`src/rtl/enc_ctrl.sv`:
```
// enc_ctrl: encoder filter reset/enable sequencing, x4 quadrature decode, index capture, fault latch.
// Optional build macro ENC_INDEX_CLEAR_EN: an armed index capture also zeroes the position.
module enc_ctrl #(
  parameter int POS_W      = 32,
  parameter int FLUSH_CYC  = 4,
  parameter int SETTLE_CYC = 4,
  parameter int ERR_LIMIT  = 16
) (
  input  logic                    sys_clk,
  input  logic                    sys_nrst,
  input  logic                    ctrl_en,
  input  logic                    filt_sel,
  input  logic                    home_arm,
  input  logic                    fault_clr,
  input  logic                    enc_a_f,
  input  logic                    enc_b_f,
  input  logic                    enc_z_f,
  output logic                    filter_nrst,
  output logic                    filter_en,
  output logic signed [POS_W-1:0] position,
  output logic signed [POS_W-1:0] index_pos,
  output logic                    index_valid,
  output logic                    dir,
  output logic [7:0]              err_cnt,
  output logic                    fault,
  output logic                    ready
);

  typedef enum logic [2:0] {
    S_IDLE,
    S_FLUSH,
    S_SETTLE,
    S_RUN,
    S_FAULT
  } state_t;

  localparam logic [15:0] FLUSH_LAST  = 16'(FLUSH_CYC - 1);
  localparam logic [15:0] SETTLE_LAST = 16'(SETTLE_CYC - 1);
  localparam logic [7:0]  ERR_LIM     = 8'(ERR_LIMIT);

  state_t      state;
  logic [15:0] seq_cnt;
  logic [1:0]  prev_ab;
  logic        z_prev;
  logic        arm;

  logic [1:0]  cur_ab;
  logic [1:0]  dphase;
  logic        step_up;
  logic        step_dn;
  logic        step_bad;
  logic        z_rise;
  logic        reconfig;
  logic        capture;

  // Position of an AB pair along the A-leads-B cycle 00,10,11,01.
  function automatic logic [1:0] phase_of(input logic [1:0] ab);
    case (ab)
      2'b00:   return 2'd0;
      2'b10:   return 2'd1;
      2'b11:   return 2'd2;
      default: return 2'd3;
    endcase
  endfunction

  function automatic logic [7:0] sat_inc8(input logic [7:0] v);
    return (v == 8'hFF) ? v : v + 8'd1;
  endfunction

  always_comb begin
    cur_ab   = {enc_a_f, enc_b_f};
    dphase   = phase_of(cur_ab) - phase_of(prev_ab);
    step_up  = (dphase == 2'd1);
    step_dn  = (dphase == 2'd3);
    step_bad = (dphase == 2'd2);
    z_rise   = enc_z_f & ~z_prev;
    reconfig = (filt_sel != filter_en);
    capture  = (state == S_RUN) && ctrl_en && !reconfig && (err_cnt < ERR_LIM) && z_rise && arm;
  end

  always_ff @(posedge sys_clk) begin
    if (!sys_nrst) begin
      state       <= S_IDLE;
      seq_cnt     <= '0;
      prev_ab     <= '0;
      z_prev      <= 1'b0;
      arm         <= 1'b0;
      filter_nrst <= 1'b0;
      filter_en   <= 1'b0;
      position    <= '0;
      index_pos   <= '0;
      index_valid <= 1'b0;
      dir         <= 1'b0;
      err_cnt     <= '0;
      fault       <= 1'b0;
      ready       <= 1'b0;
    end else begin
      // AB and Z history run in every state so RUN entry starts from a fresh sample.
      prev_ab     <= cur_ab;
      z_prev      <= enc_z_f;
      arm         <= home_arm | (arm & ~capture);
      index_valid <= capture;
      if (!ctrl_en) begin
        state       <= S_IDLE;
        filter_nrst <= 1'b0;
        fault       <= 1'b0;
        ready       <= 1'b0;
      end else begin
        case (state)
          S_IDLE: begin
            state       <= S_FLUSH;
            seq_cnt     <= '0;
            filter_en   <= filt_sel;
            err_cnt     <= '0;
            filter_nrst <= 1'b0;
          end
          S_FLUSH: begin
            if (seq_cnt == FLUSH_LAST) begin
              state       <= S_SETTLE;
              seq_cnt     <= '0;
              filter_nrst <= 1'b1;
            end else begin
              seq_cnt <= seq_cnt + 16'd1;
            end
          end
          S_SETTLE: begin
            if (seq_cnt == SETTLE_LAST) begin
              state <= S_RUN;
              ready <= 1'b1;
            end else begin
              seq_cnt <= seq_cnt + 16'd1;
            end
          end
          S_RUN: begin
            if (reconfig) begin
              state       <= S_FLUSH;
              seq_cnt     <= '0;
              filter_en   <= filt_sel;
              err_cnt     <= '0;
              filter_nrst <= 1'b0;
              ready       <= 1'b0;
            end else if (err_cnt >= ERR_LIM) begin
              state <= S_FAULT;
              fault <= 1'b1;
              ready <= 1'b0;
            end else begin
              if (step_up) begin
                position <= position + POS_W'(1);
                dir      <= 1'b1;
              end else if (step_dn) begin
                position <= position - POS_W'(1);
                dir      <= 1'b0;
              end else if (step_bad) begin
                err_cnt <= sat_inc8(err_cnt);
              end
              if (capture) begin
                index_pos <= position;
`ifdef ENC_INDEX_CLEAR_EN
                position  <= '0;
`endif
              end
            end
          end
          S_FAULT: begin
            if (fault_clr) begin
              state       <= S_FLUSH;
              seq_cnt     <= '0;
              filter_en   <= filt_sel;
              err_cnt     <= '0;
              filter_nrst <= 1'b0;
              fault       <= 1'b0;
            end
          end
          default: begin
            state       <= S_IDLE;
            filter_nrst <= 1'b0;
            ready       <= 1'b0;
            fault       <= 1'b0;
          end
        endcase
      end
    end
  end

endmodule

```
`config.mk`:
```
export PLATFORM = sky130hd
export DESIGN_NAME = enc_ctrl
export DESIGN_NICKNAME = d
export VERILOG_FILES = /design/src/rtl/enc_ctrl.sv
export SDC_FILE = /design/constraint.sdc
export NUM_CORES = 1
export LEC_CHECK = 0
export ABC_AREA = 1
export CELL_PAD_IN_SITES_DETAIL_PLACEMENT = 1
export CELL_PAD_IN_SITES_GLOBAL_PLACEMENT = 2
export CORE_AREA = 2 2 151 153
export CTS_BUF_LIST = sky130_fd_sc_hd__clkbuf_8
export CTS_CLUSTER_DIAMETER = 150
export DETAILED_ROUTE_END_ITERATION = 10
export DIE_AREA = 0 0 153 155
export PLACE_DENSITY = 0.94
export SYNTH_ARGS = -nofsm -noshare
export SYNTH_HDL_FRONTEND = slang
export SYNTH_SLANG_ARGS = --single-unit
```
`constraint.sdc`:
```
create_clock -name sys_clk -period 6.7 [get_ports sys_clk]
set_clock_uncertainty 0.2 [all_clocks]
set_input_delay 2.01 -clock sys_clk [delete_from_list [all_inputs] [get_ports sys_clk]]
set_output_delay 2.01 -clock sys_clk [all_outputs]
set_load 0.05 [all_outputs]
```
==> metrics.md, run 1 <==
| Metric | Value |
|---|---|
| Status | finished clean |
| CP Max Fanout | 16 |
| Worst setup SP type | primary input |
| Initial antenna violation count | 0 |
| H-tree depth | 3 |
| NumNets Final | roughly 1200 |
| Clk network pwr share | 0.314 |
| Initial core utilization | 0.303 |
| Clock net sink count | 101 |
| Final hold vios | 0 |
| Seq/Total Area, Yosys | 0.300 |
| Reg2reg path depth | 20 |
| Met3 wire len | ~600 um |
| Post-synth cell types | 32 |
| Setup WS post-layout | about 0.94 ns |
| Internal power | around 0.00090 W |
| Final std cells w/o fill | between 1000 and 1500 |
| NetSw | between 0.0005 and 0.0006 W |
| Chip Height | ~160 um |
| Post-synth EDFFs | 0 |
| Sw frac | 0.367 |
| Required time of the critical path | 6.82 ns |
| Post-route ant nets | 0 |
| HPWL after DPL | 17.2 mm |
| Placed cells | ~1500 |
| Tmin final | around 5.8 ns |
| Die width | 153 um |
| Ys async rst share | 0 |
| WL final | about 22 mm |
| Tot GR Track Use | 0.188 |
| Ys Warns | 0 |
| GRT overflow | 0 |
| Slew Viols, Final | 0 |
| Terminus of the critical flop-to-flop path | position[30]$_SDFFE_PN0P_ |
| CTS tree | built |
| Fmax | ~170 MHz |
| Reg2reg start | prev_ab[1]$_SDFF_PN0_ |
| Share of cells above drive strength 1 | 0.0277 |
| Power density over the cells | between 150 and 200 nW/um^2 |
| Top FF cell, synth | dfxtp_1 |
| # Max-Cap Violations | 0 |
| Syn Inst Count | roughly 1100 |
| Metal-1 WL | 10.6 mm |
| Worst-Margin Slew | between 0.8 and 0.9 ns |
| Placed Area | 7870 sq um |
| Synthesized area per cell | around 6.1 sq um |
| Routed wl met2 | between 10 and 15 mm |
| VDD IR max | 0.0866 mV |
| CTS max path bufs | 2 |
| Slew HR | 0.440 |
| Final GP Congestion | between 0.8 and 0.9 |
| Critical path class | in -> reg |
| Global-route wire length before repair | between 30 and 40 mm |
| Clock latency on the worst-skew pair | approximately 0.40 ns |
| Fin area | slightly above 8000 sq um |
| Core Region | ~22000 sq um |
| Post-CTS Setup Bufs | 0 |
| DR iter-0 viols | 292 |
| CTS buffer count | 9 |
| DRC viols | 0 |
| P&R area growth vs syn | 19.9% |
| Util after Layout | 0.364 |
| Detailed-route wire length per cell | 15.0 um |
| Drt first pass iters | 4 |
| Tcrit/Tclk final | 0.859 |
| Largest net degree at the start of global routing | 58 |
| Worst setup startpoint | enc_a_f |
| Seq cells post-synth | slightly above 100 |
| Mapped cell area | 6750 sq um |
| Setup-failing EPs final | 0 |
| Syn nets | around 1200 |
| Reg2reg setup slack | ~2.7 ns |
| Min-Delay Path Class | reg -> reg |
| Final TNS setup | 0 ns |
| Dpl ws | roughly 0.50 ns |
| Highest routed layer | met4 |
| RSZ-0062 raised after global routing | false |
| Vias in the first global route | about 7300 |
| Vias post-DR | ~7000 |
| Crit path to | position[30]$_SDFFE_PN0P_ |
| Combinational share of power | 0.255 |
| Vias per inst | approximately 4.7 |
| P_leak | just over 4 nW |
| Clock-pin slew on the worst setup and hold paths | 0.13 ns |
| Hold buffers post-CTS | 0 |
| Crit. End Element | register |
| Diodes inserted | 0 |
| Placement row count | between 50 and 60 |
| CTS root buffer | clkbuf_8 |
| Post-CTS Resized | 0 |
| Arr. time, crit path | 5.88 ns |
| IO Count | 87 |
| Port Buffer Count | 86 |
| Die ar. | 23700 sq um |
| Sequential share of power | 0.431 |
## worst min-delay path by stage
stage	slack, ns	cells after the start	end	from
6_report	0.27	2	err_cnt[5]$_SDFFE_PN0P_	err_cnt[5]$_SDFFE_PN0P_
5_1_grt	0.29	2	err_cnt[5]$_SDFFE_PN0P_	err_cnt[5]$_SDFFE_PN0P_
4_1_cts	0.28	2	err_cnt[5]$_SDFFE_PN0P_	err_cnt[5]$_SDFFE_PN0P_
3_5_place_dp	0.25	2	err_cnt[5]$_SDFFE_PN0P_	err_cnt[5]$_SDFFE_PN0P_
3_3_place_gp	0.25	2	err_cnt[6]$_SDFFE_PN0P_	err_cnt[6]$_SDFFE_PN0P_
2_1_floorplan	0.26	2	seq_cnt[0]$_SDFFE_PN0P_	seq_cnt[0]$_SDFFE_PN0P_
## power by group through the flow
stage / Sequential (W) / Combinational, W / Clock (W)
after floorplan: 0.000632 / 0.000247 / 0
after global placement: 0.000624 / 0.000354 / 0
after detailed placement: 0.000625 / 0.000360 / 0
after CTS: 0.000611 / 0.000363 / 0.000461
after global routing: 0.000612 / 0.000411 / 0.000481
final: 0.000611 / 0.000361 / 0.000444
## flip-flops by register name, indices dropped and copies added (netlist names), 2 cells and up
signal / flops
state: 3
err_cnt: 8
position: 32
prev_ab: 2
index_pos: 32
seq_cnt: 16
## critical path: stages
cell             delay [ns]
clkdlybuf4s50_1        0.53
inv_1                  0.07
ha_1                   0.29
ha_1                   0.21
o21ai_0                0.11
nand2_1                0.08
nand2_1                0.11
nand3_1                0.59
ha_1                   0.69
nand2_1                0.12
nor2_1                 0.20
nand2_1                0.08
nand3_1                0.12
nand2_1                0.08
nand2_1                0.17
nand2_1                0.10
nand3_1                0.09
nand3_1                0.09
nand2_1                0.10
inv_1                  0.04
## per-layer routing
| layer | vias to the layer above | global-route usage |
|---|---|---|
| li1 | 3576 | - |
| met1 | 3303 | 0.244 |
| met2 | 81 | 0.331 |
| met3 | 23 | 0.0262 |
| met4 | 0 | 0.0476 |
| met5 | - | 0 |
## through the flow
step	hold slack [ns]	total power, W
global route	0.290	0.00150
floorplan	0.256	0.000879
global placement	0.247	0.000979
detailed placement	0.254	0.000984
finish	0.271	0.00142
CTS	0.275	0.00143
## cell type report
class / instances / area (sq um)
well taps: 285 / 357
multi-input cells: 769 / 3790
flip-flops and latches: 101 / 2020
repair buffers: 92 / 913
inverters: 212 / 796
clock inverters: 7 / 90.1
clock buffers: 9 / 124
fillers: 2934 / 14100
## logic make-up (layout without fill, tap and decap cells)
group	count (synthesis)	count (layout)	share of synthesized area
AND/OR/NAND/NOR	536	536	0.325
adder cells (fa/ha/maj)	42	42	0.0790
AO/OA/AOI/OAI	167	167	0.126
flip-flops	101	101	0.300
buffers and inverters	236	320	0.139
XOR/XNOR	24	24	0.0312
## cell usage after synthesis (all sizes together), types with 2 or more instances
master / number / area share
clkbuf: 8 / 0.0045
nand2: 342 / 0.19
dfxtp: 101 / 0.30
xor2: 17 / 0.022
nand4: 11 / 0.012
nand3b: 2 / 0.0022
o21a: 2 / 0.0022
xnor2: 7 / 0.0091
nand3: 64 / 0.048
a21oi: 101 / 0.075
o21bai: 3 / 0.0033
o21ai: 59 / 0.044
nor3: 13 / 0.0096
inv: 211 / 0.12
ha: 41 / 0.076
nor2: 102 / 0.059
buf: 16 / 0.017
## placed cells by master, fill, tap and decap left out, types with 2 or more instances in the layout
cell type,Yosys,final
a21oi_1,101,101
buf_4,6,5
clkbuf_8,0,9
clkdlybuf4s50_1,0,85
dfxtp_1,101,101
ha_1,41,41
inv_1,207,207
inv_2,4,4
inv_8,0,2
nand2_1,341,341
nand3_1,63,63
nand3b_1,2,2
nand4_1,10,10
nor2_1,100,100
nor2_4,2,2
nor3_1,13,13
o21a_1,2,2
o21ai_0,57,57
o21ai_1,2,2
o21bai_1,3,3
xnor2_1,7,7
xor2_1,17,17
Power figures use the tool's default switching activity.
==> run 2: changes to the inputs <==
Settings changed: CAP_MARGIN set to 20, SETUP_SLACK_MARGIN set to 0.15, TNS_END_PERCENT set to 100.
==> results of run 2 <==
No change in the layout: final DEF, timing and power equal those of run 1.
==> run 3: changes to the inputs <==
Settings changed: SKIP_LAST_GASP set to 1.
==> results of run 3 <==
No change in the layout: final DEF, timing and power equal those of run 1.
